$ cat src/rtl/rocket_controller.sv
`timescale 1ns/1ps
// Single-rocket sequencer: launch from the tank, per-frame flight, explosion hold, cooldown.
// Produces the rocket's top-left position and status flags for the VGA object layer.
module rocket_controller #(
    parameter int unsigned SPEED           = 4,
    parameter int unsigned ROCKET_W        = 8,
    parameter int unsigned ROCKET_H        = 8,
    parameter int unsigned TANK_SIZE       = 32,
    parameter int unsigned SCREEN_W        = 640,
    parameter int unsigned SCREEN_H        = 480,
    parameter int unsigned EXPLODE_FRAMES  = 8,
    parameter int unsigned COOLDOWN_FRAMES = 16
) (
    input  logic        clk,
    input  logic        resetN,
    input  logic        startOfFrame,
    input  logic        fire,
    input  logic [10:0] tankX,
    input  logic [10:0] tankY,
    input  logic [1:0]  tankDir,
    input  logic        collision,
    output logic [10:0] topLeftX,
    output logic [10:0] topLeftY,
    output logic        rocketActive,
    output logic        exploding,
    output logic        fireAck
);

    localparam int unsigned CNT_W = 8;
    localparam logic signed [11:0] OFS_X = 12'((TANK_SIZE - ROCKET_W) / 2);
    localparam logic signed [11:0] OFS_Y = 12'((TANK_SIZE - ROCKET_H) / 2);
    localparam logic signed [11:0] TS_S  = 12'(TANK_SIZE);
    localparam logic signed [11:0] RW_S  = 12'(ROCKET_W);
    localparam logic signed [11:0] RH_S  = 12'(ROCKET_H);
    localparam logic [CNT_W-1:0] EXP_LAST  = CNT_W'(EXPLODE_FRAMES - 1);
    localparam logic [CNT_W-1:0] COOL_LAST = CNT_W'(COOLDOWN_FRAMES - 1);

    typedef enum logic [1:0] {S_IDLE, S_FLYING, S_EXPLODE, S_COOLDOWN} state_t;

    state_t             state, state_nxt;
    logic [1:0]         dir, dir_nxt;
    logic [CNT_W-1:0]   cnt, cnt_nxt;
    logic [10:0]        x_nxt, y_nxt;
    logic               active_nxt, explode_nxt, ack_nxt;
    logic signed [11:0] tank_x_s, tank_y_s, spawn_x_c, spawn_y_c;
    logic               spawn_ok_c, exit_c;

    // Spawn point next to the tank, in signed arithmetic so off-screen-left/top is detectable
    always_comb begin
        tank_x_s = signed'({1'b0, tankX});
        tank_y_s = signed'({1'b0, tankY});
        case (tankDir)
            2'd0:    begin spawn_x_c = tank_x_s + OFS_X; spawn_y_c = tank_y_s - RH_S;  end
            2'd1:    begin spawn_x_c = tank_x_s + TS_S;  spawn_y_c = tank_y_s + OFS_Y; end
            2'd2:    begin spawn_x_c = tank_x_s + OFS_X; spawn_y_c = tank_y_s + TS_S;  end
            default: begin spawn_x_c = tank_x_s - RW_S;  spawn_y_c = tank_y_s + OFS_Y; end
        endcase
        spawn_ok_c = !spawn_x_c[11] && !spawn_y_c[11]
                  && (({1'b0, spawn_x_c} + 13'(ROCKET_W)) <= 13'(SCREEN_W))
                  && (({1'b0, spawn_y_c} + 13'(ROCKET_H)) <= 13'(SCREEN_H));
    end

    // Would the next step along the latched heading leave the screen
    always_comb begin
        case (dir)
            2'd0:    exit_c = topLeftY < 11'(SPEED);
            2'd1:    exit_c = (12'(topLeftX) + 12'(SPEED + ROCKET_W)) > 12'(SCREEN_W);
            2'd2:    exit_c = (12'(topLeftY) + 12'(SPEED + ROCKET_H)) > 12'(SCREEN_H);
            default: exit_c = topLeftX < 11'(SPEED);
        endcase
    end

    // Next-state and next-output logic
    always_comb begin
        state_nxt = state;
        dir_nxt   = dir;
        cnt_nxt   = cnt;
        x_nxt     = topLeftX;
        y_nxt     = topLeftY;
        ack_nxt   = 1'b0;
        case (state)
            S_IDLE: begin
                if (fire && spawn_ok_c) begin
                    state_nxt = S_FLYING;
                    dir_nxt   = tankDir;
                    x_nxt     = spawn_x_c[10:0];
                    y_nxt     = spawn_y_c[10:0];
                    ack_nxt   = 1'b1;
                end
            end
            S_FLYING: begin
                if (collision) begin
                    state_nxt = S_EXPLODE;
                end else if (startOfFrame) begin
                    if (exit_c) begin
                        state_nxt = S_COOLDOWN;
                    end else begin
                        case (dir)
                            2'd0:    y_nxt = topLeftY - 11'(SPEED);
                            2'd1:    x_nxt = topLeftX + 11'(SPEED);
                            2'd2:    y_nxt = topLeftY + 11'(SPEED);
                            default: x_nxt = topLeftX - 11'(SPEED);
                        endcase
                    end
                end
            end
            S_EXPLODE: begin
                if (startOfFrame) begin
                    if (cnt == EXP_LAST) state_nxt = S_COOLDOWN;
                    else                 cnt_nxt   = cnt + CNT_W'(1);
                end
            end
            S_COOLDOWN: begin
                if (startOfFrame) begin
                    if (cnt == COOL_LAST) state_nxt = S_IDLE;
                    else                  cnt_nxt   = cnt + CNT_W'(1);
                end
            end
            default: state_nxt = S_IDLE;
        endcase
        if (state_nxt != state) cnt_nxt = '0;
        active_nxt  = (state_nxt == S_FLYING);
        explode_nxt = (state_nxt == S_EXPLODE);
    end

    // State and registered outputs
    always_ff @(posedge clk or negedge resetN) begin
        if (!resetN) begin
            state        <= S_IDLE;
            dir          <= 2'd0;
            cnt          <= '0;
            topLeftX     <= 11'd0;
            topLeftY     <= 11'd0;
            rocketActive <= 1'b0;
            exploding    <= 1'b0;
            fireAck      <= 1'b0;
        end else begin
            state        <= state_nxt;
            dir          <= dir_nxt;
            cnt          <= cnt_nxt;
            topLeftX     <= x_nxt;
            topLeftY     <= y_nxt;
            rocketActive <= active_nxt;
            exploding    <= explode_nxt;
            fireAck      <= ack_nxt;
        end
    end

endmodule

$ cat config.mk
export PLATFORM = sky130hd
export DESIGN_NAME = rocket_controller
export DESIGN_NICKNAME = d
export VERILOG_FILES = /design/src/rtl/rocket_controller.sv
export SDC_FILE = /design/constraint.sdc
export NUM_CORES = 1
export LEC_CHECK = 0
export ABC_CLOCK_PERIOD_IN_PS = 5000
export BUFFER_PORTS_ARGS = -buffer_cell sky130_fd_sc_hd__buf_2
export CAP_MARGIN = 20
export CORE_ASPECT_RATIO = 2
export CORE_UTILIZATION = 60
export DETAILED_ROUTE_END_ITERATION = 16
export PLACE_DENSITY = 0.92
export SLEW_MARGIN = 30
export SYNTH_ARGS = -nofsm -noshare
export SYNTH_HDL_FRONTEND = slang
export SYNTH_SLANG_ARGS = --single-unit
$ cat constraint.sdc
create_clock -name clk -period 5 [get_ports clk]
set_input_delay 0.75 -clock clk [delete_from_list [all_inputs] [get_ports clk]]
set_output_delay 0.75 -clock clk [all_outputs]
set_load 0.05 [all_outputs]
# Word level (Yosys, flattened, before mapping)
# Index checks and enable logic that the tools add are counted.
[totals] elab_cells=100 regBits=37
[op_classes] n_mux=32 addsub=15 eq_ne=22 n_lt_le_gt_ge=6 n_reduce_logical=17
[ops] op="$mux 11" n=8
[ops] op="$pmux 11 s2" n=4
[ops] op="$add 11x4->12 const B" n=4
[ops] op="$pmux 12 s2" n=2
[ops] op="$mux 8" n=5
[ops] op="$add 12x4->13 const B" n=2
[ops] op="$add 11x6->12 const B" n=2
[ops] op="$sub 11x4->12 const B" n=2
[ops] op="$add 11x3->11 const B" n=2
[ops] op="$lt 11x3->1 const B" n=2
[ops] op="$sub 11x3->11 const B" n=2
[ops] op="$mux 2" n=8
[ops] op="$pmux 8 s2" n=1
[ops] op="$ne 3x3->1 const B" n=5
[ops] op="$le 13x10->1 const B" n=1
[ops] op="$le 13x9->1 const B" n=1
[ops] op="$gt 12x10->1 const B" n=1
[ops] op="$gt 12x9->1 const B" n=1
[ops] op="$reduce_and 6->1" n=2
[ops] op="$eq 2x2->1 const B" n=5
[ops] op="$ne 2x2->1 const B" n=5
[ops] op="$add 8x1->8 const B" n=1
[ops] op="$eq 2x1->1 const B" n=4
[ops] op="$eq 8x3->1 const B" n=1
[ops] op="13 further kinds" n=21

# Longest topological paths before layout
# Gate-level depths: netlist of the first run.
[depth] depth_word=13 ltp_mapped=16 depth_no_buf=15

# Least setup slack after synthesis of the first run
# Ideal clock, no wire load.
[synth_path] path_type="input to register" from="in tankDir[0]" to="reg dir[0]" path_slack_ns=1.055 stages=15 t_arrival_ns=3.817 cell_sequence="buf_2 -> buf_4 -> o21ba_2 -> a31o_2 -> o21a_1 -> inv_1 -> ha_1 -> or4_1 -> nor2_1 -> nand3_1 -> a21oi_1 -> o41ai_2 -> a2111oi_4 -> buf_6 -> mux2_1"
[synth_between] elab_chain_cells=9
[synth_rtl] element="from (decl)" line="20" source="input logic [1:0] tankDir,"
[synth_rtl] element="$eq 2x2->1 or $logic_not 2->1 (tied branches)" line="52" source="case (tankDir)"
[synth_rtl] element="$reduce_or 2->1 (no source line)"
[synth_rtl] element="$pmux 12 s2" line="52"
[synth_rtl] element="$add 12x4->13 or $logic_not 1->1 (tied branches)" line="59, 58"
[synth_rtl] element="$le 13x10->1 or $logic_and 1x1->1 (tied branches)" line="59, 58"
[synth_rtl] element="$logic_and 1x1->1" line="59" source="&& (({1'b0, spawn_x_c} + 13'(ROCKET_W)) <= 13'(SCREEN_W))"
[synth_rtl] element="$logic_and 1x1->1" line="60" source="&& (({1'b0, spawn_y_c} + 13'(ROCKET_H)) <= 13'(SCREEN_H));"
[synth_rtl] element="$logic_and 1x1->1" line="83" source="if (fire && spawn_ok_c) begin"
[synth_rtl] element="$reduce_and 2->1 (no source line)"
[synth_rtl] element="to (signal assigned)" line="139" source="dir <= dir_nxt;"
[synth_rtl] element="to (decl)" line="41" source="logic [1:0] dir, dir_nxt;"
# Parallel ways exist; a longest one is shown, timed or not.
# A chain may end at the register's enable or synchronous reset.

# Worst setup path in the final report of the first run
[layout_path] from="in tankX[2]" to="reg topLeftY[0]"
[layout_between] elab_chain_cells=9
[layout_rtl] element="from (decl)" line="18" source="input logic [10:0] tankX,"
[layout_rtl] element="$sub 11x4->12, or another cell as far along" line="56" source="default: begin spawn_x_c = tank_x_s - RW_S; spawn_y_c = tank_y_s + OFS_Y; end"
[layout_rtl] element="$pmux 12 s2 (*)" line="52"
[layout_rtl] element="$add 12x4->13 or $logic_not 1->1 (tied branches)" line="59, 58"
[layout_rtl] element="$le 13x10->1 or $logic_and 1x1->1 (tied branches)" line="59, 58"
[layout_rtl] element="$logic_and 1x1->1 (*)" line="59"
[layout_rtl] element="$logic_and 1x1->1 (*)" line="60"
[layout_rtl] element="$logic_and 1x1->1 (*)" line="83"
[layout_rtl] element="$ne 2x2->1 (no source line) (*)"
[layout_rtl] element="$reduce_and 6->1 (no source line) (*)"
[layout_rtl] element="to (signal assigned)" line="142" source="topLeftY <= y_nxt;"
[layout_rtl] element="to (decl)" line="23" source="output logic [10:0] topLeftY,"
# Every way passes the cells marked *; elsewhere a longest branch is shown, timed or not.

==> flow_summary.toml, run 1 <==
[synthesis]
synth.cell_area_sq_um = 3780
yosysUniqueCellTypes = 72
yosys_warnings = 0
syn_area_per_cell_sq_um = 7.83
syn_inst = 483
synth_nets = 535
yosysSeqAreaShare_pct = 24.5
ys_ff_latch = 37
ys.flop_type = "dfrtp_1"
synth-async-reset-ratio_pct = 100
synth_enable_flop_cells = 0

[critical_path]
slowest_stage = "or4_1"
cp_max_fo = 25
slowest_delay_ns = 0.46
crit_arrival_ns = 4.14
path_cells = "buf_2 -> inv_1 -> ha_1 -> o21ba_2 -> a31o_2 -> o21a_1 -> inv_1 -> ha_1 -> or4_1 -> nor2_1 -> a21oi_1 -> a21oi_1 -> o41ai_2 -> a2111oi_4 -> buf_4 -> mux2_2"
start_kind = "input pin"
criticalPathCategory = "input pin to flip-flop"
endpoint_kind = "flip-flop"
r2r_setup_slack_ns = 1.70
worstPathRequired_ns = 5.18

[finish]
layout.nets = 568
final_cell_area_sq_um = 4170
fillers = 491
syn_to_final_growth_pct = 10.4
drive_gt1_share_pct = 16.2
diodes = 0

[sta]
maxSlewViolCount = 0
final-setup-viol-count = 0
fin_setup_tns_ns = 0
fmax_mhz = 252
fin_crit_sh_pct = 79.3
finalWorstSetupSlack_ns = 1.03
max_slew_margin_pct = 36.3
skew_ns = 0.00450
min_period_ns = 3.97
finalHoldViolations = 0
tightest_slew_ns = 0.952
rsz0062_at_grt = "no"

[floorplan]
dieHeight_um = 114
die_x_um = 58.1
num_rows = 40
core-area_sq_um = 6060
io-pin-count = 54
die_area_sq_um = 6640
initial_utilization_pct = 62.4

[route]
antenna_left = 0
vias_per_cell = 6.52
wire_per_inst_um = 16.5
wl_mm = 9.89
drtIter0Drc = 372
drtPass1Iterations = 8
drc_errors = 0
via_count = 3918

[run_status]
status = "complete, no violations"

[placed_design]
placed_area_sq_um = 4030
io_buffers = 53
globalplace.congestion = 0.873
pre_cts_slack_ns = 0.773
dp_hpwl_mm = 7.49

[clock_tree]
cts_setup_buffers = 0
cts_tree = "yes"
cts-buffers-inserted = 5
root_buffer = "clkbuf_16"
cts_resized = 0
numClockSinks = 37
holdBufCountCts = 0
h-tree-depth = 2
clock_path_buffers = 2
path_clk_slew_ns = 0.06
clock_latency_ns = 0.29

[pwr]
power_density_nw_per_um2 = 493
power.leakage_nw = 1.84
vdd_drop_max_v = 0.000200

[grt]
grt_max_degree = 38
grt_pass1_vias = 3840
groute.usage.overall_pct = 31.5
grt_pass1_wl_mm = 16.6
gr-total-overflow = 0
antenna_found_initial = 0

[run]
cap_viol_max_count = 0

[worst_hold_path]
hp-class = "flip-flop to flip-flop"
cells in the final DEF, fill, tap and decap left out, types with 4 or more instances in the layout:
cell	n
xor2_1	12
a21oi_1	29
o22ai_1	10
nand4b_1	5
nand2_1	43
ha_1	23
buf_2	53
a211o_1	4
o2bb2ai_1	6
or3_1	5
nor3_1	15
and2_1	4
o31a_1	4
a31oi_1	5
nor2_1	52
mux2i_1	10
o21ai_0	27
nor4_1	7
or2_2	6
xnor2_1	15
a211oi_1	4
inv_1	22
nand3_1	11
nand4_1	8
a22oi_1	5
dfrtp_1	37
nand2b_1	11
and3_1	9
mux2_1	5
clkbuf_16	5
worst max-delay path: cells and delay by family:
| family | cells | cell delay [ns] |
|---|---|---|
| buffers and inverters | 4 | 0.65 |
| AND/OR/NAND/NOR | 2 | 0.61 |
| multiplexers | 1 | 0.37 |
| AO/OA/AOI/OAI | 7 | 1.28 |
| adder cells (fa/ha/maj) | 2 | 0.48 |
logic make-up after synthesis:
kind of cell	synth area share, %
xor gates and xnor gates	6.69
buffers and inverters	5.79
AOI/OAI and AO/OA	23.5
and+or+nand+nor	26.8
DFF	24.5
adders and majority gates	7.61
muxes	5.03
path summary, 6_finish.rpt:
check                                 start     endpoint  cells past startpoint
worst max register to register  topLeftX[2]  topLeftX[6]                     10
worst min register to register  topLeftX[1]  topLeftX[1]                      1
max in group asynchronous            resetN  topLeftX[6]                      1
min in group asynchronous            resetN     state[0]                      1
worst max-delay path               tankX[2]  topLeftY[0]                     16
worst min-delay path            topLeftX[1]  topLeftX[1]                      1
per-layer routing:
metal / GRT usage [%] / share of wire [%] / up-vias
li1: - / - / 1824
met1: 33.8 / 36 / 1869
met2: 56.5 / 55 / 186
met3: 3.62 / 5.0 / 39
met4: 20.0 / 4.1 / 0
met5: 0 / 0 / -
state kept, by name, summed over array words and instances (netlist names):
register,cells
topLeftX,11
topLeftY,11
cnt,8
dir,2
state,2
exploding,1
fireAck,1
rocketActive,1
cells in the mapped netlist, types with 6 or more instances:
master      n  share of area (%)
nor2_1     52                5.2
nand2_1    43                4.3
dfrtp_1    37                 24
a21oi_1    29                3.8
o21ai_0    27                3.6
ha_1       23                7.6
inv_1      22                2.2
clkbuf_1   21                2.1
nor3_1     15                2.0
xnor2_1    15                3.5
xor2_1     12                2.8
nand2b_1   11                1.8
nand3_1    11                1.5
mux2i_1    10                2.6
o22ai_1    10                1.7
and3_1      9                1.5
nand4_1     8                1.3
nor4_1      7                1.2
o2bb2ai_1   6                1.4
or2_2       6               0.99
stage by stage:
| stage | std cells | hold slack, ns | utilization [%] | power [W] |
|---|---|---|---|---|
| floorplan | 483 | 0.454 | - | 0.00145 |
| global placement | 593 | 0.495 | 66.5 | 0.00167 |
| detailed placement | 593 | 0.519 | 66.5 | 0.00172 |
| CTS | 601 | 0.531 | 68.9 | 0.00204 |
| global route | 601 | 0.559 | 68.9 | 0.00218 |
| finish | 601 | 0.531 | 68.9 | 0.00206 |
cell type report:
type	instances	area, sq um	share of cell area [%]
multi-input combinational	395	2640	63.2
timing repair buffer	55	280	6.72
clock buffer	5	125	3.00
tap	84	105	2.52
clock inverter	3	17.5	0.420
sequential	37	926	22.2
inverter	22	82.6	1.98
power by group:
group / leakage, nW / internal, W / switching (W) / total, W
sequential: 0.469 / 0.000418 / 0.000221 / 0.000638
combinational: 1.30 / 0.000359 / 0.000745 / 0.00110
clock: 0.0696 / 0.000183 / 0.000133 / 0.000316
No activity file was read; power rests on OpenSTA's default activity.
==> run 2, diff against run 1 <==
--- a/config.mk
+++ b/config.mk
@@ -5,13 +5,13 @@
 export SDC_FILE = /design/constraint.sdc
 export NUM_CORES = 1
 export LEC_CHECK = 0
-export ABC_CLOCK_PERIOD_IN_PS = 5000
+export ABC_CLOCK_PERIOD_IN_PS = 3800
 export BUFFER_PORTS_ARGS = -buffer_cell sky130_fd_sc_hd__buf_2
 export CAP_MARGIN = 20
 export CORE_ASPECT_RATIO = 2
-export CORE_UTILIZATION = 60
+export CORE_UTILIZATION = 59
 export DETAILED_ROUTE_END_ITERATION = 16
-export PLACE_DENSITY = 0.92
+export PLACE_DENSITY = 0.91
 export SLEW_MARGIN = 30
 export SYNTH_ARGS = -nofsm -noshare
 export SYNTH_HDL_FRONTEND = slang
==> constraint.sdc (replaced) <==
create_clock -name clk -period 3.8 [get_ports clk]
set_input_delay 0.57 -clock clk [delete_from_list [all_inputs] [get_ports clk]]
set_output_delay 0.57 -clock clk [all_outputs]
set_load 0.05 [all_outputs]
==> run 2 against run 1 <==
Against the previous run: critical path depth increased by 1; total power up 37%; first-iteration DRC count decreased by 24%; utilization up 2.1 points.
==> flow_summary.toml, run 2 (same netlist as run 1, synthesis figures left out) <==
[finish]
diodes = 0
final_cell_mix = "53 x buf_2, 51 x nor2_1, 43 x nand2_1"
drive_gt1_share_pct = 18.3
largestRegisters = "topLeftX (11), topLeftY (11), cnt (8)"
syn_to_final_growth_pct = 14.7
post-route-util_pct = 71.0
final_common_cell = "buf_2"
layout.nets = 580

[grt]
antenna_found_initial = 0
groute.usage.overall_pct = 30.9
grt_max_degree = 38
grt_pass1_vias = 3729
grt_pass1_wl_mm = 16.3
gr-total-overflow = 0

[sta]
fin_setup_tns_ns = 0
max_slew_margin_pct = 33.1
timing.hold.ws_ns = 0.388
tightest_slew_ns = 1.00
fmax_mhz = 273
finalWorstSetupSlack_ns = 0.135
fin_crit_sh_pct = 96.4
skew_ns = 0.00732
min_period_ns = 3.67
maxSlewViolCount = 0
finalHoldViolations = 0
final-setup-viol-count = 0

[critical_path]
worstPathRequired_ns = 3.97
cp_max_fo = 13
slowest_stage = "or4_1"
crit_buf_inv = 5
criticalPathCategory = "input pin to flip-flop"
path_delay_family = "compound AO/OA/AOI/OAI gates"
start_kind = "input pin"
crit_arrival_ns = 3.84
slowest_delay_ns = 0.49
cp.depth = 17
r2r_start = "topLeftX[2]"
path_cells = "buf_2 -> inv_1 -> ha_1 -> o21ba_2 -> a31o_2 -> o21a_1 -> inv_1 -> ha_1 -> or4_1 -> nor2_2 -> nand3_1 -> a21oi_1 -> o41ai_2 -> a2111oi_4 -> buf_4 -> buf_12 -> mux2_2"
worst_r2r_path_depth = 10
endpoint_kind = "flip-flop"
cp-startpoint = "tankX[3]"

[clock_tree]
clock_latency_ns = 0.29
path_clk_slew_ns = 0.06
clock_path_buffers = 2
cts-buffers-inserted = 5
h-tree-depth = 2
cts_tree = "yes"
root_buffer = "clkbuf_16"
numClockSinks = 37
holdBufCountCts = 0

[run]
cap_viol_max_count = 0

[route]
drc_errors = 0
antenna_left = 0
vias_per_cell = 6.35
wl_mm = 9.99
maxUsedRoutingLayer = "met4"
wire_per_inst_um = 16.3
drtPass1Iterations = 5
via_count = 3891
met1Wirelength_mm = 3.62
wl_met3_um = 562
drtIter0Drc = 281
wl_met2_mm = 5.28

[floorplan]
core-area_sq_um = 6110
die_area_sq_um = 6750
io-pin-count = 54
die_x_um = 58.6
initial_utilization_pct = 61.9
dieHeight_um = 115
num_rows = 40

[worst_hold_path]
hp-class = "input pin to async pin"

[placed_design]
dp_hpwl_mm = 7.30
io_buffers = 53
globalplace.congestion = 0.896
pre_cts_slack_ns = -0.0909

[pwr]
power_density_nw_per_um2 = 651
power.leakage_nw = 1.92
vdd_drop_max_v = 0.000269

[run_status]
status = "complete, no violations"
## run 2: final timing paths
path | end | slack (ns)
min in group clk | topLeftX[1] | 0.51
max in group asynchronous | fireAck | 2.88
worst min-delay path | state[1] | 0.39
worst max-delay path | topLeftY[0] | 0.13
worst min register to register | topLeftX[1] | 0.51
worst max register to register | topLeftX[2] | 0.66
## run 2: layer usage
metal | GRT usage, % | vias up
met3 | 5.40 | 43
li1 | - | 1844
met1 | 31.5 | 1807
met4 | 20.5 | 0
met2 | 55.5 | 197
met5 | 0 | -
## run 2: cell type report
cell class	count	area, sq um
flip-flops and latches	37	926
fillers	507	1770
clock buffers	7	143
clock inverters	1	30.0
repair buffers	67	400
multi-input cells	395	2650
inverters	22	82.6
well taps	84	105
## run 2: repair_timing
action / in CTS / in global routing
buffers inserted: 0 / 1
gates resized for setup: 0 / 3
endpoints found under the setup margin: 0 / 12
## run 2: power breakdown
| part | switching (W) | total, W | leakage [nW] | internal [W] |
|---|---|---|---|---|
| clock | 0.000165 | 0.000493 | 0.0841 | 0.000328 |
| sequential | 0.000287 | 0.000837 | 0.469 | 0.000550 |
| combinational | 0.000994 | 0.00149 | 1.37 | 0.000497 |
## run 2: worst register-to-register path, cell delays in order, from the launching register on
cell and delay [ns]:
dfrtp_1 0.47, inv_1 0.11, ha_1 0.24, or4b_1 0.46, a211oi_1 0.24, o211ai_1 0.17, a211oi_1 0.26, nor4_1 0.11
or3_1 0.49, nor2b_2 0.29, mux2i_1 0.15
## run 2: metrics by stage
step	area, sq um	total power, W	cells
detailed placement	4120	0.00227	603
floorplan	3780	0.00191	483
finish	4340	0.00282	613
global route	4340	0.00299	613
CTS	4290	0.00277	611
global placement	4120	0.00222	603
